**src/rtl/serial_adder_if.sv**
```systemverilog
// Operand/result valid-ready bus for the serial adder.
// The slave modport is the adder's side of the bus and the master modport is the producer/consumer side.
interface serial_adder_if #(
  parameter int unsigned WIDTH = 8
) ();
  logic             in_valid;
  logic             in_ready;
  logic [WIDTH-1:0] a;
  logic [WIDTH-1:0] b;
  logic             cin;
  logic             sub;
  logic             out_valid;
  logic             out_ready;
  logic [WIDTH-1:0] sum;
  logic             cout;
  logic             ovf;

  modport slave (
    input  in_valid, a, b, cin, sub, out_ready,
    output in_ready, out_valid, sum, cout, ovf
  );

  modport master (
    output in_valid, a, b, cin, sub, out_ready,
    input  in_ready, out_valid, sum, cout, ovf
  );
endinterface

```
**src/rtl/serial_adder.sv**
```systemverilog
// Multi-cycle adder/subtractor: one SLICE-bit ripple stage with a registered carry,
// producing a WIDTH-bit result in WIDTH/SLICE cycles behind valid/ready handshakes.
module serial_adder #(
  parameter int unsigned WIDTH = 8,
  parameter int unsigned SLICE = 1
) (
  input  logic           clk,
  input  logic           rst_n,
  serial_adder_if.slave  bus
);

  localparam int unsigned N     = WIDTH / SLICE;
  localparam int unsigned CNT_W = (N > 1) ? $clog2(N) : 1;
  localparam logic [CNT_W-1:0] LAST = CNT_W'(N - 1);

  generate
    if (WIDTH < 2) begin : g_bad_width
      $error("serial_adder: WIDTH must be >= 2");
    end
    if ((SLICE == 0) || ((WIDTH % SLICE) != 0)) begin : g_bad_slice
      $error("serial_adder: WIDTH must be a multiple of SLICE");
    end
  endgenerate

  typedef enum logic [1:0] {IDLE, RUN, DONE} state_t;

  state_t           state;
  state_t           state_next;
  logic             load_c;
  logic             step_c;
  logic             last_c;
  logic             in_ready_q;
  logic             out_valid_q;

  logic [WIDTH-1:0] a_q;
  logic [WIDTH-1:0] b_q;
  logic [WIDTH-1:0] sum_q;
  logic             carry_q;
  logic [CNT_W-1:0] cnt_q;
  logic             cout_q;
  logic             ovf_q;

  logic [SLICE:0]   carry_c;
  logic [SLICE-1:0] slice_sum_c;

  // State register; handshake outputs registered from the next state
  always_ff @(posedge clk or negedge rst_n) begin
    if (!rst_n) begin
      state       <= IDLE;
      in_ready_q  <= 1'b1;
      out_valid_q <= 1'b0;
    end else begin
      state       <= state_next;
      in_ready_q  <= (state_next == IDLE);
      out_valid_q <= (state_next == DONE);
    end
  end

  always_comb begin
    state_next = state;
    load_c     = 1'b0;
    step_c     = 1'b0;
    last_c     = 1'b0;
    unique case (state)
      IDLE: begin
        if (bus.in_valid) begin
          load_c     = 1'b1;
          state_next = RUN;
        end
      end
      RUN: begin
        step_c = 1'b1;
        if (cnt_q == LAST) begin
          last_c     = 1'b1;
          state_next = DONE;
        end
      end
      DONE: begin
        if (bus.out_ready) state_next = IDLE;
      end
      default: state_next = IDLE;
    endcase
  end

  // One SLICE-bit ripple stage fed from the operand LSBs
  always_comb begin
    carry_c     = '0;
    slice_sum_c = '0;
    carry_c[0]  = carry_q;
    for (int i = 0; i < int'(SLICE); i++) begin
      slice_sum_c[i] = a_q[i] ^ b_q[i] ^ carry_c[i];
      carry_c[i+1]   = (a_q[i] & b_q[i]) | (carry_c[i] & (a_q[i] ^ b_q[i]));
    end
  end

  // Subtraction is folded in at load time: invert b and seed the carry with 1
  always_ff @(posedge clk or negedge rst_n) begin
    if (!rst_n) begin
      a_q     <= '0;
      b_q     <= '0;
      sum_q   <= '0;
      carry_q <= 1'b0;
      cnt_q   <= '0;
      cout_q  <= 1'b0;
      ovf_q   <= 1'b0;
    end else if (load_c) begin
      a_q     <= bus.a;
      b_q     <= bus.b ^ {WIDTH{bus.sub}};
      carry_q <= bus.sub ? 1'b1 : bus.cin;
      cnt_q   <= '0;
    end else if (step_c) begin
      a_q     <= a_q >> SLICE;
      b_q     <= b_q >> SLICE;
      sum_q   <= (sum_q >> SLICE) | (WIDTH'(slice_sum_c) << (WIDTH - SLICE));
      carry_q <= carry_c[SLICE];
      cnt_q   <= cnt_q + CNT_W'(1);
      if (last_c) begin
        cout_q <= carry_c[SLICE];
        ovf_q  <= carry_c[SLICE] ^ carry_c[SLICE-1];
      end
    end
  end

  assign bus.in_ready  = in_ready_q;
  assign bus.out_valid = out_valid_q;
  assign bus.sum       = sum_q;
  assign bus.cout      = cout_q;
  assign bus.ovf       = ovf_q;

endmodule

```
**src/flat_wrapper.sv**
```systemverilog
// flat-port wrapper written by rule: the top's interface ports become plain ports
module serial_adder_flat 
#(
  parameter int unsigned WIDTH = 8,
  parameter int unsigned SLICE = 1
)
  (clk, rst_n, bus_in_valid, bus_a, bus_b, bus_cin, bus_sub, bus_out_ready, bus_in_ready, bus_out_valid, bus_sum, bus_cout, bus_ovf);
  serial_adder_if #(.WIDTH(WIDTH)) bus_i ();
  input  logic clk;
  input  logic rst_n;
  input wire logic [$bits(bus_i.in_valid)-1:0] bus_in_valid;
  input wire logic [$bits(bus_i.a)-1:0] bus_a;
  input wire logic [$bits(bus_i.b)-1:0] bus_b;
  input wire logic [$bits(bus_i.cin)-1:0] bus_cin;
  input wire logic [$bits(bus_i.sub)-1:0] bus_sub;
  input wire logic [$bits(bus_i.out_ready)-1:0] bus_out_ready;
  output wire logic [$bits(bus_i.in_ready)-1:0] bus_in_ready;
  output wire logic [$bits(bus_i.out_valid)-1:0] bus_out_valid;
  output wire logic [$bits(bus_i.sum)-1:0] bus_sum;
  output wire logic [$bits(bus_i.cout)-1:0] bus_cout;
  output wire logic [$bits(bus_i.ovf)-1:0] bus_ovf;
  assign bus_i.in_valid = bus_in_valid;
  assign bus_i.a = bus_a;
  assign bus_i.b = bus_b;
  assign bus_i.cin = bus_cin;
  assign bus_i.sub = bus_sub;
  assign bus_i.out_ready = bus_out_ready;
  assign bus_in_ready = bus_i.in_ready;
  assign bus_out_valid = bus_i.out_valid;
  assign bus_sum = bus_i.sum;
  assign bus_cout = bus_i.cout;
  assign bus_ovf = bus_i.ovf;
  serial_adder #(.WIDTH(WIDTH), .SLICE(SLICE)) u_core (.clk(clk), .rst_n(rst_n), .bus(bus_i));
endmodule
```
**config.mk**
```make
export PLATFORM = sky130hd
export DESIGN_NAME = serial_adder_flat
export DESIGN_NICKNAME = d
export VERILOG_FILES = /design/src/rtl/serial_adder_if.sv /design/src/rtl/serial_adder.sv /design/src/flat_wrapper.sv
export SDC_FILE = /design/constraint.sdc
export NUM_CORES = 1
export LEC_CHECK = 0
export CAP_MARGIN = 15
export CORE_ASPECT_RATIO = 0.7
export CORE_MARGIN = 5
export CORE_UTILIZATION = 55
export DETAILED_ROUTE_END_ITERATION = 12
export DONT_BUFFER_PORTS = 1
export GPL_TIMING_DRIVEN = 0
export PLACE_DENSITY = 0.7
export SLEW_MARGIN = 20
export SYNTH_ARGS = -nofsm -noshare
export SYNTH_HDL_FRONTEND = slang
export SYNTH_SLANG_ARGS = --single-unit
```
**constraint.sdc**
```tcl
create_clock -name clk -period 1.55 [get_ports clk]
set_input_delay 0.155 -clock clk [delete_from_list [all_inputs] [get_ports clk]]
set_output_delay 0.155 -clock clk [all_outputs]
set_load 0.02 [all_outputs]
```
**After elaboration in Yosys (flattened, before gate mapping)**

Cells that the tools add are included.

- Register bits after elaboration: 34
- Bits of input ports: 22
- Output and inout port bits: 12
- Word-level logic and storage cells: 47

- Equality and inequality tests: 4
- $add $sub $neg: 1
- Bitwise gates (word level): 9
- Reduce and logical (&&, ||, !) cells: 5
- Multiplexer cells: 18

Operator list:

| cell | number |
|---|---|
| $mux 8 | 4 |
| $mux 1 | 8 |
| $or 7x8->8 | 1 |
| $xor 8x8->8 | 1 |
| $mux 2 | 3 |
| $mux 3 | 2 |
| $pmux 2 s3 | 1 |
| $eq 2x2->1 const B | 2 |
| $logic_not 2->1 | 2 |
| $add 3x1->3 const B | 1 |
| $eq 3x3->1 const B | 1 |
| $reduce_and 3->1 | 1 |
| $xor 1x1->1 | 3 |
| $and 1x1->1 | 2 |
| $eq 2x1->1 const B | 1 |
| $reduce_and 2->1 | 1 |
| $reduce_bool 2->1 | 1 |
| $not 1->1 | 1 |
| $or 1x1->1 | 1 |

**Longest topological paths before layout**

Gate-level depths: netlist of run 1.

- Depth after elaboration: 5
- Depth in mapped cells: 5
- Gate-level depth less buffers: 5

**Worst setup path before layout of run 1**

Ideal clock, no wire load.

- Kind: register -> register
- From: register u_core.carry_q
- To: register u_core.ovf_q, in the netlist u_core.bus.ovf
- Buffers on the path: 0
- Cell stages (with the launch flop): 4
- Clock period less this slack: 1.406 ns
- Data required time: 1.425 ns
- Setup time: 0.125 ns
- Arrival time: 1.281 ns
- Setup slack: 0.144 ns
- Path through: dfrtp_1 > fa_1 > xor2_1 > mux2_2

- Cells in the longest elaborated chain, start to end: 3

Ends and longest elaborated chain:

| item | line | source |
|---|---|---|
| start, declared | serial_adder.sv:38 | `logic carry_q;` |
| start signal, assigned | serial_adder.sv:109 | `carry_q <= bus.sub ? 1'b1 : bus.cin;` |
| start signal, assigned | serial_adder.sv:115 | `carry_q <= carry_c[SLICE];` |
| $and 1x1->1 | serial_adder.sv:92 | `carry_c[i+1] = (a_q[i] & b_q[i]) \| (carry_c[i] & (a_q[i] ^ b_q[i]));` |
| $or 1x1->1 | serial_adder.sv:92 |  |
| net u_core.carry_c[1] | serial_adder.sv:43 | `logic [SLICE:0] carry_c;` |
| $xor 1x1->1 | serial_adder.sv:119 | `ovf_q <= carry_c[SLICE] ^ carry_c[SLICE-1];` |
| end signal, assigned | serial_adder.sv:119 |  |
| end, declared | serial_adder.sv:41 | `logic ovf_q;` |

The timed path passes the listed nets, and every way through them passes these cells.
A chain may end at the register's enable or synchronous reset.

**Final worst setup path of run 1**

Same ends and word-level chain as after synthesis.

==> results.ini, run 1 <==
[layout]
final_common_cell = dfrtp_1
syn_to_final_growth_pct = 10.19
multiInputGateArea_um2 = 737.0
final_cell_mix = dfrtp_1, nand2_1, mux2_2
fillers = 222
seqCellArea_um2 = 852.1
n_antenna_cell = 0
fin_cells = 190
nNetsFinal = 178
utilization = 0.6425
drive_gt1_frac = 0.2792

[global_route]
antenna_found_initial = 0
grt_first_pass_wirelength_mm = 5.402
grt-ovfl-total = 0
grt_pass1_vias = 1157
grt_max_degree = 35
grtUsageTotal = 0.1668

[cts]
clockBufferDepth = 2
clk_pin_slew_worst_paths_ps = 70
cts-buffers-inserted = 5
cts_setup_buffers = 0
htreeDepth = 2
cts.sinks = 34
cts_tree = done
root_buffer = clkbuf_8
clock_latency_ps = 280

[sta]
period_needed_ps = 1484
rsz0062_at_grt = no
skew_ps = 6.733
whs_ps = 62.99
setup-violations-final = 0
slew_headroom = 0.6747
tightest_slew_ps = 488.0
maxSlewViolCount = 0
fmax_mhz = 673.8
final.setup.tns_ps = 0
finalHoldViolCount = 0
fin_crit_sh = 0.9576

[floorplan]
die_h_um = 56.09
coreArea_mm2 = 0.002863
floorplan.initialDensity = 0.5830
die_w_um = 75.85
ios = 34
fp.dieArea_mm2 = 0.004254
rows = 16

[synth]
synth.yosys.seq_area_share = 0.5105
synthFlopType = dfrtp_1
async_reset_ff_frac = 1.000
syn_area_per_cell_um2 = 11.59
syn_inst = 144
ys_ff_latch = 34
synth_fp_nets = 169
synth_area_mm2 = 0.001669
ys_types = 29
synth_edf_count = 0
ys_warn_count = 0

[route]
routed_wl_mm = 3.239
drc = 0
ant_nets = 0
dr_total_vias = 1094
first_iter_violations = 34
drt-pass1-iter-count = 4
viasPerCell = 5.758
wl_per_cell_um = 17.05

[place]
dp_cells = 180
routabilityCongestion = 0.7618
dp_hpwl_mm = 2.246
io_buffers = 0

[setup_path]
worstRegToRegCells = 3
startpoint_type = register
critPathBufInv = 0
crit_path_max_incr_delay_ps = 500
crit_type = register to register
worstPathCellList = fa_1 > xor2_1 > mux2_2
required_ps = 1710
worst_r2r_endpoint = u_core.bus.ovf
crit_slowest_cell = fa_1
critical_path_depth = 3
critical_path.startpoint = u_core.carry_q
endpoint_kind = register
cpLargestDelayFamily = adder cells
reg2reg_from = u_core.carry_q
cp.arrival_ps = 1650
critPathCapture = u_core.bus.ovf
crit_fanout = 4
worst-r2r-setup-slack_ps = 70

[power_and_ir_drop]
p_total_w = 0.003530
p_per_area_mw_per_mm2 = 1919
vdd_drop_max_mv = 0.8039
p_leak_nw = 0.8073

[min_path]
worstHoldPathType = input pin to register

[run_status]
outcome = finished clean

[run]
drv_cap = 0

[cells in the mapped netlist (3+ instances only)]
| cell type | instances | area, um2 |
|---|---|---|
| nor2_1 | 3 | 11.26 |
| o21ai_0 | 7 | 35.03 |
| dfrtp_1 | 33 | 825.8 |
| o221ai_2 | 6 | 90.09 |
| buf_2 | 4 | 20.02 |
| xnor2_1 | 8 | 70.07 |
| buf_4 | 4 | 30.03 |
| a22oi_1 | 9 | 67.56 |
| o21ai_1 | 3 | 15.01 |
| nor2b_1 | 8 | 50.05 |
| nand2_1 | 19 | 71.32 |
| a21oi_1 | 9 | 45.04 |
| mux2_2 | 11 | 123.9 |
[worst register-to-register path, stage by stage, from the launching register on]
cell and delay (ps):
dfrtp_1 430, fa_1 500, xor2_1 180, mux2_2 260
[cell families (layout without fill, tap and decap cells)]
family,Yosys count,after routing,share of synthesized area
xor gates and xnor gates,9,9,0.04723
buffers and inverters,12,22,0.04797
and+or+nand+nor,35,35,0.1065
DFF,34,34,0.5105
muxes,12,12,0.08021
AOI/OAI and AO/OA,39,39,0.1807
adders and majority gates,3,3,0.02698
[repair_timing]
action,in CTS,in global routing
endpoints found under the hold margin,34,0
resized for setup,0,0
hold buffers,2,0
[sequential cells by signal, indices dropped and copies added (netlist names)]
signal,cells
u_core.bus.sum,8
u_core.carry_q,1
u_core.state,2
u_core.bus.out_valid,1
u_core.b_q,8
u_core.bus.in_ready,1
u_core.bus.ovf,1
u_core.cnt_q,3
u_core.bus.cout,1
u_core.a_q,8
[stage by stage]
stage / setup WS [ps] / area [um2]
6_report: 65.77 / 1839
5_1_grt: 1.365 / 1839
4_1_cts: 63.40 / 1839
3_5_place_dp: 86.19 / 1714
3_3_place_gp: 105.6 / 1714
2_1_floorplan: 144.2 / 1669
[power by group]
group	internal [W]	switching (W)
sequential	0.00126	0.000440
clock	0.000357	0.000315
combinational	0.000619	0.000544
[final cells by class]
class                           count  share of cell area
Tap cell                           36             0.02449
Multi-Input combinational cell     98              0.4007
Sequential cell                    34              0.4633
Clock buffer                        6             0.04490
Timing Repair Buffer                2             0.01633
Clock inverter                      2            0.006803
Buffer                             11             0.04150
Inverter                            1            0.002041
[layer usage]
| metal | up-vias | GRT usage | share of wire |
|---|---|---|---|
| met5 | - | 0 | 0 |
| met2 | 31 | 0.2610 | 0.49 |
| met3 | 2 | 0.06679 | 0.073 |
| li1 | 524 | - | - |
| met4 | 0 | 0.03741 | 0.0040 |
| met1 | 537 | 0.2144 | 0.44 |
[how the worst min path moves through the flow]
stage                  start         endpoint  cells past startpoint
5_1_grt        bus_out_ready  u_core.state[1]                      3
6_report            bus_a[2]    u_core.a_q[2]                      2
3_3_place_gp           rst_n    u_core.b_q[7]                      0
4_1_cts             bus_a[2]    u_core.a_q[2]                      2
3_5_place_dp           rst_n    u_core.b_q[7]                      0
2_1_floorplan          rst_n    u_core.a_q[0]                      0
No activity file was read; power rests on OpenSTA's default activity.
==> run 2: changes to the inputs <==
CAP_MARGIN = 20   (was 15)
==> results of run 2 <==
Final layout, timing and power as in run 1 (identical DEF).
==> run 3: changes to the inputs <==
CTS_BUF_LIST = sky130_fd_sc_hd__clkbuf_8   (was default)
==> results of run 3 <==
Final layout, timing and power as in run 1 (identical DEF).
